--- src/rtl/bath_mode_ctrl.sv ---
// Bath heater power-up and N-mode one-hot controller on the 1 kHz tick.
// Handles warm-up lockout, per-mode cool-down, auto-off run timeout and cool-down abort.
module bath_mode_ctrl #(
  parameter int                         N_MODES     = 4,
  parameter int                         DLY_W       = 16,
  parameter logic [N_MODES*DLY_W-1:0]   OFF_DLY     = {16'd0, 16'd4000, 16'd2000, 16'd0},
  parameter int                         WARMUP_MS   = 2000,
  parameter int                         AUTO_W      = 22,
  parameter int                         AUTO_OFF_MS = 0
) (
  input  logic               clk_1kHz,
  input  logic               rst,
  input  logic               main_sw,
  input  logic [N_MODES-1:0] btn_pulse,
  output logic [1:0]         on_st,
  output logic [N_MODES-1:0] mode,
  output logic               cooling,
  output logic [DLY_W-1:0]   remain_ms,
  output logic [AUTO_W-1:0]  run_ms
);

  localparam int                 WARM_W    = (WARMUP_MS > 1) ? $clog2(WARMUP_MS) : 1;
  localparam logic [WARM_W-1:0]  WARM_LAST = WARM_W'(WARMUP_MS - 1);
  localparam logic [AUTO_W-1:0]  AUTO_LAST = AUTO_W'(AUTO_OFF_MS - 1);

  typedef enum logic [1:0] {P_OFF = 2'b00, P_WARM = 2'b01, P_READY = 2'b10} pwr_e;
  typedef enum logic [1:0] {M_IDLE, M_RUN, M_COOL} mst_e;

  pwr_e               pwr_q,    pwr_d;
  mst_e               mst_q,    mst_d;
  logic [WARM_W-1:0]  warm_q,   warm_d;
  logic [N_MODES-1:0] mode_q,   mode_d;
  logic               cool_q,   cool_d;
  logic [DLY_W-1:0]   remain_q, remain_d;
  logic [AUTO_W-1:0]  run_q,    run_d;

  // Cool-down delay of the active mode: mask each slice by its one-hot bit, then OR.
  logic [N_MODES-1:0][DLY_W-1:0] dly_mask;
  logic [DLY_W-1:0]              cur_dly;

  for (genvar g = 0; g < N_MODES; g++) begin : g_dly
    assign dly_mask[g] = mode_q[g] ? OFF_DLY[g*DLY_W +: DLY_W] : '0;
  end

  always_comb begin
    cur_dly = '0;
    for (int i = 0; i < N_MODES; i++) cur_dly = cur_dly | dly_mask[i];
  end

  logic btn_ok, btn_other, btn_same, auto_hit;
  logic [AUTO_W-1:0] run_inc;

  assign btn_ok    = (btn_pulse != '0) && ((btn_pulse & (btn_pulse - N_MODES'(1))) == '0);
  assign btn_other = btn_ok && (btn_pulse != mode_q);
  assign btn_same  = btn_ok && (btn_pulse == mode_q);
  assign auto_hit  = (AUTO_OFF_MS != 0) && (run_q == AUTO_LAST);
  assign run_inc   = (&run_q) ? run_q : run_q + AUTO_W'(1);

  always_comb begin
    pwr_d    = pwr_q;
    mst_d    = mst_q;
    warm_d   = warm_q;
    mode_d   = mode_q;
    cool_d   = cool_q;
    remain_d = remain_q;
    run_d    = run_q;
    if (!main_sw) begin
      pwr_d    = P_OFF;
      mst_d    = M_IDLE;
      warm_d   = '0;
      mode_d   = '0;
      cool_d   = 1'b0;
      remain_d = '0;
      run_d    = '0;
    end else begin
      case (pwr_q)
        P_OFF: begin
          pwr_d  = P_WARM;
          warm_d = '0;
        end
        P_WARM: begin
          if (warm_q == WARM_LAST) pwr_d = P_READY;
          else                     warm_d = warm_q + WARM_W'(1);
        end
        P_READY: begin
          case (mst_q)
            M_IDLE: begin
              if (btn_ok) begin
                mst_d  = M_RUN;
                mode_d = btn_pulse;
                run_d  = '0;
              end
            end
            M_RUN: begin
              // A valid button outranks the auto-off timeout on the same edge.
              if (btn_other) begin
                mode_d = btn_pulse;
                run_d  = '0;
              end else if (btn_same || auto_hit) begin
                run_d = '0;
                if (cur_dly == '0) begin
                  mst_d  = M_IDLE;
                  mode_d = '0;
                end else begin
                  mst_d    = M_COOL;
                  cool_d   = 1'b1;
                  remain_d = cur_dly;
                end
              end else begin
                run_d = run_inc;
              end
            end
            M_COOL: begin
              if (btn_other) begin
                mst_d    = M_RUN;
                mode_d   = btn_pulse;
                cool_d   = 1'b0;
                remain_d = '0;
                run_d    = '0;
              end else if (remain_q <= DLY_W'(1)) begin
                mst_d    = M_IDLE;
                mode_d   = '0;
                cool_d   = 1'b0;
                remain_d = '0;
              end else begin
                remain_d = remain_q - DLY_W'(1);
              end
            end
            default: mst_d = M_IDLE;
          endcase
        end
        default: pwr_d = P_OFF;
      endcase
    end
  end

  always_ff @(posedge clk_1kHz or posedge rst) begin
    if (rst) begin
      pwr_q    <= P_OFF;
      mst_q    <= M_IDLE;
      warm_q   <= '0;
      mode_q   <= '0;
      cool_q   <= 1'b0;
      remain_q <= '0;
      run_q    <= '0;
    end else begin
      pwr_q    <= pwr_d;
      mst_q    <= mst_d;
      warm_q   <= warm_d;
      mode_q   <= mode_d;
      cool_q   <= cool_d;
      remain_q <= remain_d;
      run_q    <= run_d;
    end
  end

  assign on_st     = pwr_q;
  assign mode      = mode_q;
  assign cooling   = cool_q;
  assign remain_ms = remain_q;
  assign run_ms    = run_q;

endmodule

--- config.mk ---
export PLATFORM = sky130hd
export DESIGN_NAME = bath_mode_ctrl
export DESIGN_NICKNAME = d
export VERILOG_FILES = /design/src/rtl/bath_mode_ctrl.sv
export SDC_FILE = /design/constraint.sdc
export NUM_CORES = 1
export LEC_CHECK = 0
export BUFFER_PORTS_ARGS = -buffer_cell sky130_fd_sc_hd__buf_2
export CORE_MARGIN = 2
export CORE_UTILIZATION = 30
export DETAILED_ROUTE_END_ITERATION = 10
export HOLD_SLACK_MARGIN = 0.15
export RECOVER_POWER = 25
export SKIP_LAST_GASP = 1
export SYNTH_ARGS = -nofsm -noshare
export SYNTH_HDL_FRONTEND = slang
export SYNTH_SLANG_ARGS = --single-unit
--- constraint.sdc ---
create_clock -name clk_1kHz -period 3.2 [get_ports clk_1kHz]
set_clock_uncertainty 0.05 [all_clocks]
set_input_delay 0.48 -clock clk_1kHz [delete_from_list [all_inputs] [get_ports clk_1kHz]]
set_output_delay 0.48 -clock clk_1kHz [all_outputs]
set_load 0.02 [all_outputs]
==> flow_summary_export.csv, run 1 <==
group,metric,value,unit
worst_setup_path,r2r-end,"run_ms[17]$_DFFE_PP0P_",
min_path,hp-class,"input port to flip-flop",
placement,placed_cell_area,4000,um^2
worst_setup_path,crit_chain,"inv_1 -> ha_1 -> nor4bb_1 -> nor2_1 -> nor2_1 -> nand3_1 -> or3_1 -> o21ai_0",
synthesis,synth_fp_nets,439,
worst_setup_path,crit_type,"flip-flop to flip-flop",
cts,cts_resized,0,
placement,portBuffers,51,
cts,cts_htree_levels,3,
layout,final_nets,493,
cts,clock_tree.buffer_depth,2,
drt,routedWlPerCell,15.20,um
layout,seqCellArea,1451,um^2
layout,fillCellCount,1181,
synthesis,avgSynthCellArea,8.463,um^2
sta,min_period_over_period,76.81,%
drt,ant_nets,0,
floorplan,core_area,11560,um^2
worst_setup_path,crit_buf_inv,1,
worst_setup_path,crit_path_start_kind,"flip-flop",
drt,drt-pass1-iter-count,5,
layout,final_common_cell,"dfrtp_1",
synthesis,ys.flop_type,"dfrtp_1",
synthesis,synth.distinct_cells,56,
worst_setup_path,critPathSlowestCell,"or3_1",
worst_setup_path,cp_common_cell,"nor2_1",
placement,place_inst,609,
placement,place.gp.congestion,0.8607,
synthesis,synth_edf_count,0,
synthesis,syn_area,3588,um^2
layout,n_antenna_cell,0,
cts,clkTransAtPathRegs,0.05,ns
worst_setup_path,rrSetupSlack,0.74,ns
cts,cts_tree,"yes",
layout,mostFrequentLayoutCells,"dfrtp_1, nand2_1, o21ai_0",
power_and_ir_drop,power.leakage,1.925,nW
sta,hold_viol,0,
min_path,hold_path_end,"mode[2]$_DFFE_PP0P_",
floorplan,fp.dieW,113.4,um
synthesis,yosys_warnings,0,
layout,stdcell_area,4295,um^2
drt,post-route-drc-count,0,
floorplan,die_h,113.4,um
drt,drtIter0Drc,195,
floorplan,rows,39,
cts,root_buffer,"clkbuf_16",
drt,vias,3495,
global_route,grt_max_degree,24,
worst_setup_path,cp_slowest_stage_delay,0.50,ns
global_route,grt_pass1_vias,3177,
cts,cts_hold_buf,1,
layout,drive_gt1_share,14.08,%
global_route,global_route.overflow_total,0,
cts,insertion_delay,0.33,ns
floorplan,fp.dieArea,12850,um^2
cts,numCtsBuffers,9,
sta,relSlewSlack,29.13,%
global_route,grt_pass1_wl,15780,um
worst_setup_path,cp_max_fo,13,
worst_setup_path,arrival,2.66,ns
sta,tightest_slew,1.055,ns
synthesis,synth-seq-area-share,40.45,%
floorplan,io_pins,52,
layout,multi_input_area,2028,um^2
synthesis,synth-seq-cells,58,
min_path,hold-path-cell-count,2,
synthesis,syn_inst,424,
global_route,antenna_found_initial,0,
power_and_ir_drop,p_per_area,426.8,nW/um^2
cts,postCtsSetupBuffers,0,
sta,rsz0062_at_grt,"no",
worst_setup_path,r2r-start,"mst_q[1]$_DFFE_PP0P_",
min_path,min_from,"btn_pulse[2]",
sta,max_freq,406.9,MHz
worst_setup_path,crit_family,"simple AND/OR/NAND/NOR gates",
sta,finalSetupViolCount,0,
sta,drv_slew,0,
power_and_ir_drop,peakVddDrop,253.9,uV
floorplan,initial_core_util,31.03,%
global_route,grt_use_total,15.26,%
synthesis,synthArstFlopShare,100.0,%
sta,tns,0,ns
layout,finalNonFillerCells,626,
worst_setup_path,rr_worst_depth,8,
flow_run,cap_violations,0,
worst_setup_path,critPathRequiredTime,3.40,ns
drt,wl,9514,um
sta,min_period,2.458,ns
layout,area_growth,19.70,%
worst_setup_path,critPathCaptureType,"flip-flop",
cts,cts_sinks,58,
drt,routed_via_density,5.583,
placement,hpwl,6992,um
status,status,"completed",
[flip-flops by register name (all words and copies together) (netlist names)]
register	count
mst_q	2
mode	4
warm_q	11
cooling	1
remain_ms	16
run_ms	22
on_st	2
[metrics by stage]
stage	utilization [%]	total power [W]	hold WS [ns]	worst slack (ns)
finish	37.14	0.001833	0.4213	0.7421
global route	37.14	0.001896	0.4257	0.4075
floorplan	-	0.0008321	0.4116	0.9679
CTS	37.31	0.001857	0.4024	0.7585
detailed placement	34.59	0.0008680	0.4448	0.6279
global placement	34.59	0.0008644	0.4288	0.6863
[logic make-up (layout without fill, tap and decap cells)]
logic type,Yosys count,in the layout,synth area share [%]
and+or+nand+nor,184,184,26.88
AOI/OAI and AO/OA,138,138,24.62
DFF,58,58,40.45
buffers and inverters,27,86,3.033
adders and majority gates,8,8,2.790
xor gates and xnor gates,8,8,1.953
muxes,1,1,0.2790
[routing by layer]
metal,vias up,part of all wire (%),global-route usage (%)
met4,0,1.9,7.724
met2,85,46,23.19
met3,12,4.2,2.763
met5,-,0,0
li1,1723,-,-
met1,1675,47,20.88
[synth_stat cells (7+ instances only)]
master | count | area [um^2]
dfrtp_1 | 58 | 1451
nand2_1 | 48 | 180.2
o21ai_0 | 47 | 235.2
nor2_1 | 38 | 142.6
a21oi_1 | 25 | 125.1
nand3_1 | 15 | 75.07
clkbuf_1 | 13 | 48.80
o31ai_1 | 13 | 97.59
inv_1 | 12 | 45.04
nand4_1 | 12 | 75.07
nor3_1 | 9 | 45.04
or3_1 | 9 | 56.30
and3_1 | 8 | 50.05
ha_1 | 8 | 100.1
nor4_1 | 8 | 50.05
a22o_1 | 7 | 61.31
a31oi_1 | 7 | 43.79
[how the worst max path moves through the flow]
stage / from / end / cells after the start
after global placement: btn_pulse[0] / remain_ms[14]$_DFFE_PP0P_ / 7
after CTS: mst_q[0]$_DFFE_PP0P_ / run_ms[17]$_DFFE_PP0P_ / 8
after detailed placement: btn_pulse[0] / remain_ms[15]$_DFFE_PP0P_ / 7
after global routing: mst_q[0]$_DFFE_PP0P_ / run_ms[17]$_DFFE_PP0P_ / 8
after floorplan: btn_pulse[0] / run_ms[13]$_DFFE_PP0P_ / 7
final: mst_q[1]$_DFFE_PP0P_ / run_ms[17]$_DFFE_PP0P_ / 8
[area by class of cell]
| type | count | area share (%) |
|---|---|---|
| Clock buffer | 11 | 5.884 |
| Clock inverter | 5 | 1.223 |
| Inverter | 13 | 1.136 |
| Timing Repair Buffer | 57 | 6.583 |
| Multi-Input combinational cell | 339 | 47.22 |
| Sequential cell | 58 | 33.79 |
| Tap cell | 143 | 4.165 |
[power breakdown]
group          leakage, nW  internal (W)  switching [W]  total, W
logic                0.970     0.0000324      0.0000688  0.000101
clock network        0.151      0.000640       0.000340  0.000979
registers            0.803      0.000741      0.0000117  0.000753
Note: power is estimated with default switching activity, not from simulation.
==> run 2, diff against run 1 <==
ABC_AREA = 1   (was not set)
clock period = 2 ns   (was 3.2 ns; I/O delays follow)
==> run 2 against run 1 <==
Via count up 18%. Design area grew 23%. Combinational power rose to 26 times the previous value. Core utilization rose by 2.3 points. Sequential cell count is the same. First-iteration DRC count increased by 27%.
==> flow_summary_export.csv, run 2 <==
group,metric,value,unit
layout,area_growth,27.01,%
drt,routedWlPerCell,12.52,um
worst_setup_path,r2r-start,"mst_q[0]$_DFFE_PP0P_",
sta,min_period,1.849,ns
layout,final_common_cell,"nand2_1",
cts,clock_tree.buffer_depth,2,
min_path,hp-class,"input port to flip-flop",
worst_setup_path,critPathRequiredTime,2.22,ns
drt,ant_nets,0,
cts,insertion_delay,0.33,ns
sta,tightest_slew,0.7235,ns
global_route,grt_pass1_wl,18970,um
sta,finalSetupViolCount,0,
placement,hpwl,8582,um
layout,fin_util,39.45,%
synthesis,post-synth-top-count-cell,"nand2_1",
sta,drv_slew,0,
placement,place.gp.congestion,0.8481,
global_route,global_route.overflow_total,0,
worst_setup_path,arrival,2.07,ns
layout,finalNonFillerCells,900,
drt,vias,4126,
layout,final_nets,734,
drt,drtIter0Drc,248,
sta,min_period_over_period,92.44,%
placement,place_inst,880,
min_path,min_from,"btn_pulse[0]",
worst_setup_path,r2r-end,"run_ms[4]$_DFFE_PP0P_",
global_route,busiest_layer,"met2",
worst_setup_path,cp_common_cell,"nand2_1",
floorplan,rows,42,
synthesis,synth.distinct_cells,35,
synthesis,synth-seq-area-share,35.01,%
floorplan,die_h,121.5,um
sta,hold_viol,0,
drt,routed_via_density,4.584,
min_path,hold_path_end,"mode[0]$_DFFE_PP0P_",
layout,largest_reg_flops,22,
synthesis,synth_edf_count,0,
synthesis,synth-seq-cells,58,
floorplan,io_pins,52,
synthesis,ys.flop_type,"dfrtp_1",
worst_setup_path,crit_chain,"inv_1 -> ha_1 -> nor3_2 -> nor2_1 -> nand2_1 -> inv_2 -> nand2_2 -> nor2_4 -> buf_4 -> nand4_1 -> nand2_1",
placement,portBuffers,51,
cts,cts_sinks,58,
global_route,use_met1,23.39,%
sta,relSlewSlack,51.71,%
floorplan,fp.dieArea,14770,um^2
synthesis,synth_area_leaders,"dfrtp_1, nand2_1, nor2_1, nand3_1, inv_1",
cts,root_buffer,"clkbuf_16",
synthesis,avgSynthCellArea,6.686,um^2
cts,cts_htree_levels,3,
worst_setup_path,cp_max_fo,10,
global_route,met2_usage,23.81,%
sta,fin_hold_ws,0.2511,ns
power_and_ir_drop,peakVddDrop,510.6,uV
worst_setup_path,critPathCaptureType,"flip-flop",
drt,post-route-drc-count,0,
synthesis,syn_inst,620,
power_and_ir_drop,power.leakage,2.635,nW
worst_setup_path,crit_path_start_kind,"flip-flop",
power_and_ir_drop,p_per_area,1079,nW/um^2
global_route,grt_use_total,16.25,%
cts,clkTransAtPathRegs,0.05,ns
worst_setup_path,rrSetupSlack,0.15,ns
floorplan,fp.dieW,121.5,um
worst_setup_path,cp_slowest_stage_delay,0.39,ns
global_route,antenna_found_initial,0,
synthesis,synthArstFlopShare,100.0,%
floorplan,initial_core_util,31.06,%
synthesis,syn_area,4145,um^2
drt,wl,11270,um
global_route,grt_max_degree,44,
worst_setup_path,rr_worst_depth,11,
synthesis,yosys_warnings,0,
synthesis,synth_fp_nets,635,
flow_run,cap_violations,0,
drt,drt-pass1-iter-count,4,
layout,mostFrequentLayoutCells,"nand2_1, nor2_1, inv_1",
sta,max_freq,540.9,MHz
status,status,"completed",
global_route,grt_pass1_vias,3804,
cts,cts_tree,"yes",
worst_setup_path,crit_type,"flip-flop to flip-flop",
layout,drive_gt1_share,21.55,%
layout,n_antenna_cell,0,
cts,numCtsBuffers,9,
sta,rsz0062_at_grt,"yes",
global_route,met3_usage,2.622,%
synthesis,synth_top_cell_area_share,35.01,%
worst_setup_path,critPathSlowestCell,"dfrtp_1",
synthesis,synth_common_cells,"nand2_1, nor2_1, inv_1",
min_path,hold-path-cell-count,3,
synthesis,synth_top_area_cell,"dfrtp_1",
floorplan,core_area,13350,um^2
run 2: worst max-delay path, delay by kind of cell (launching register included):
kind,cells,cell delay (ns)
adders and majority gates,1,0.31
DFF,1,0.39
buffers and inverters,3,0.38
and+or+nand+nor,7,0.65
run 2: where the power goes:
group / total (W) / switching [W] / internal (W)
Clock: 0.00154 / 0.000539 / 0.000997
Combinational: 0.00259 / 0.00165 / 0.000942
Sequential: 0.00155 / 0.000184 / 0.00137
run 2: layer usage:
metal / vias to the layer above / routed length [um]
met4: 0 / 188
met1: 1842 / 5709
met2: 77 / 4925
met5: - / 0
met3: 15 / 445
li1: 2192 / -
run 2: timing repair:
| item | 4_1_cts | 5_1_grt |
|---|---|---|
| hold buffers | 1 | 0 |
| resized for setup | 0 | 13 |
| endpoints found under the setup margin | 0 | 26 |
| hold endpoints to repair | 15 | 0 |
| buffers inserted | 0 | 3 |
run 2: cells by family after synthesis:
group	synth area share [%]
adder cells (fa/ha/maj)	2.415
AO/OA/AOI/OAI	7.697
buffers and inverters	9.447
XOR/XNOR	4.014
flip-flops	35.01
AND/OR/NAND/NOR	41.41
run 2: metrics by stage:
stage / power (W) / cell area, um^2 / setup slack [ns] / TNS (ns)
after floorplan: 0.003283 / 4145 / 0.06798 / 0
after global placement: 0.004095 / 4887 / 0.1444 / 0
after detailed placement: 0.004092 / 4887 / 0.1005 / 0
after CTS: 0.005671 / 5195 / 0.09502 / 0
after global routing: 0.006142 / 5265 / -0.02491 / -0.06813
final: 0.005680 / 5265 / 0.1512 / 0
run 2: final cells by class:
cell class                 instances  area, um^2
clock inverter                     4       51.30
sequential                        58        1451
multi-input combinational        473        2344
tap                              176       220.2
clock buffer                      12       246.5
timing repair buffer             104       671.9
inverter                          73       280.3
fill                            1399        8083
run 2: worst max-delay path by stage:
stage                                   startpoint                       end  slack [ns]  depth (start not counted)
after floorplan              run_ms[0]$_DFFE_PP0P_     run_ms[0]$_DFFE_PP0P_        0.07                         11
after global placement    remain_ms[0]$_DFFE_PP0P_       mode[1]$_DFFE_PP0P_        0.14                         11
after detailed placement      mst_q[0]$_DFFE_PP0P_  remain_ms[8]$_DFFE_PP0P_        0.10                         10
after CTS                     mst_q[0]$_DFFE_PP0P_  remain_ms[8]$_DFFE_PP0P_         0.1                         10
after global routing          mst_q[1]$_DFFE_PP0P_    run_ms[16]$_DFFE_PP0P_       -0.02                         12
final                         mst_q[0]$_DFFE_PP0P_     run_ms[4]$_DFFE_PP0P_        0.15                         11
==> run 3, diff against run 2 <==
RECOVER_POWER = not set   (was 25)
==> run 3 against run 2 <==
Sequential share of layout area unchanged. Critical path depth unchanged. Clock-buffer cell count stayed put. Power barely moved. Clock power hardly changed. Largest cell class unchanged. Worst hold slack about the same. Sequential power about the same. Fmax about the same. Global-route usage is the same. First-iteration DRC count is the same. Cell count is the same.
==> flow_summary_export.csv, run 3 (synthesized netlist as in run 2, its figures left out) <==
group,metric,value,unit
placement,hpwl,8582,um
worst_setup_path,r2r-start,"mst_q[0]$_DFFE_PP0P_",
worst_setup_path,critPathRequiredTime,2.22,ns
worst_setup_path,crit_chain,"inv_1 -> ha_1 -> nor3_2 -> nor2_1 -> nand2_1 -> inv_2 -> nand2_2 -> nor2_4 -> buf_4 -> nand4_1 -> nand2_1",
drt,routedWlPerCell,12.52,um
worst_setup_path,critPathSlowestCell,"dfrtp_1",
min_path,min_from,"btn_pulse[0]",
drt,vias,4124,
layout,multi_input_area,2344,um^2
layout,final_common_cell,"nand2_1",
cts,cts_htree_levels,3,
worst_setup_path,crit_buf_inv,3,
floorplan,fp.dieW,121.5,um
floorplan,fp.dieArea,14770,um^2
layout,n_antenna_cell,0,
global_route,grt_pass1_vias,3804,
sta,min_period,1.849,ns
floorplan,core_area,13350,um^2
drt,ant_nets,0,
sta,tns,0,ns
worst_setup_path,cp_slowest_stage_delay,0.39,ns
sta,min_period_over_period,92.44,%
placement,placed_cell_area,4887,um^2
sta,fin_hold_ws,0.2512,ns
cts,cts_sinks,58,
sta,max_freq,540.9,MHz
sta,finalSetupViolCount,0,
min_path,hold-path-cell-count,3,
min_path,hp-class,"input port to flip-flop",
layout,final_nets,734,
global_route,grt_max_degree,44,
drt,drtIter0Drc,248,
global_route,grt_use_total,16.25,%
sta,drv_slew,0,
worst_setup_path,crit_family,"simple AND/OR/NAND/NOR gates",
layout,stdcell_area,5265,um^2
worst_setup_path,rrSetupSlack,0.15,ns
layout,seqCellArea,1451,um^2
floorplan,rows,42,
worst_setup_path,cp_max_fo,10,
power_and_ir_drop,power.leakage,2.634,nW
sta,relSlewSlack,72.16,%
cts,cts_tree,"yes",
drt,drt-pass1-iter-count,4,
floorplan,initial_core_util,31.06,%
drt,wl,11270,um
layout,finalNonFillerCells,900,
status,status,"completed",
worst_setup_path,crit_type,"flip-flop to flip-flop",
global_route,global_route.overflow_total,0,
global_route,antenna_found_initial,0,
layout,drive_gt1_share,21.69,%
sta,rsz0062_at_grt,"yes",
worst_setup_path,critPathCaptureType,"flip-flop",
flow_run,cap_violations,0,
floorplan,die_h,121.5,um
placement,place_inst,880,
worst_setup_path,r2r-end,"run_ms[4]$_DFFE_PP0P_",
power_and_ir_drop,p_per_area,1079,nW/um^2
layout,area_growth,27.01,%
placement,portBuffers,51,
placement,place.gp.congestion,0.8481,
layout,largest_reg_flops,22,
floorplan,io_pins,52,
cts,numCtsBuffers,9,
drt,routed_via_density,4.582,
worst_setup_path,cp_common_cell,"nand2_1",
power_and_ir_drop,peakVddDrop,510.5,uV
worst_setup_path,arrival,2.07,ns
layout,mostFrequentLayoutCells,"nand2_1, nor2_1, inv_1",
sta,hold_viol,0,
cts,clock_tree.buffer_depth,2,
power_and_ir_drop,total_power,0.005680,W
sta,tightest_slew,0.4145,ns
min_path,hold_path_end,"mode[0]$_DFFE_PP0P_",
worst_setup_path,rr_worst_depth,11,
drt,post-route-drc-count,0,
layout,fillCellCount,1399,
cts,insertion_delay,0.33,ns
cts,clkTransAtPathRegs,0.05,ns
cts,root_buffer,"clkbuf_16",
global_route,grt_pass1_wl,18970,um
worst_setup_path,crit_path_start_kind,"flip-flop",
-- run 3: through the flow --
step                utilization, %  worst slack, ns
floorplan                        -          0.06798
global placement             36.61           0.1444
detailed placement           36.61           0.1005
CTS                          38.92          0.09502
global route                 39.45         -0.02491
finish                       39.45           0.1513
-- run 3: report_power, final --
part / internal, W / switching (W)
sequential: 0.00137 / 0.000184
clock: 0.000997 / 0.000539
combinational: 0.000942 / 0.00165
total: 0.00331 / 0.00237
-- run 3: layout make-up --
class,instances,share of cell area (%)
Multi-Input combinational cell,473,44.51
Sequential cell,58,27.57
Timing Repair Buffer,104,12.76
Inverter,73,5.323
Clock buffer,12,4.682
Tap cell,176,4.183
Clock inverter,4,0.9743
-- run 3: how the worst max path moves through the flow --
| stage | from | endpoint | slack (ns) | cells after the start |
|---|---|---|---|---|
| finish | mst_q[0]$_DFFE_PP0P_ | run_ms[4]$_DFFE_PP0P_ | 0.15 | 11 |
| global route | mst_q[1]$_DFFE_PP0P_ | run_ms[16]$_DFFE_PP0P_ | -0.02 | 12 |
| CTS | mst_q[0]$_DFFE_PP0P_ | remain_ms[8]$_DFFE_PP0P_ | 0.1 | 10 |
| detailed placement | mst_q[0]$_DFFE_PP0P_ | remain_ms[8]$_DFFE_PP0P_ | 0.10 | 10 |
| global placement | remain_ms[0]$_DFFE_PP0P_ | mode[1]$_DFFE_PP0P_ | 0.14 | 11 |
| floorplan | run_ms[0]$_DFFE_PP0P_ | run_ms[0]$_DFFE_PP0P_ | 0.07 | 11 |
-- run 3: repair_timing --
action,4_1_cts,5_1_grt
endpoints found under the setup margin,0,26
endpoints found under the hold margin,15,0
setup buffers,0,3
resized for setup,0,13
hold buffers,1,0
-- run 3: routing by layer --
metal  vias to the layer above  global-route usage, %  wire length (um)
met3                        15                  2.622               445
met2                        77                  23.81              4923
met4                         0                  7.543               188
li1                       2192                      -                 -
met5                         -                      0                 0
met1                      1840                  23.39              5711
-- run 3: tightest hold or removal path: cells and delay by family --
kind                   cells  cell delay (ns)
buffers and inverters      1             0.13
AND/OR/NAND/NOR            1             0.07
AO/OA/AOI/OAI              1             0.08
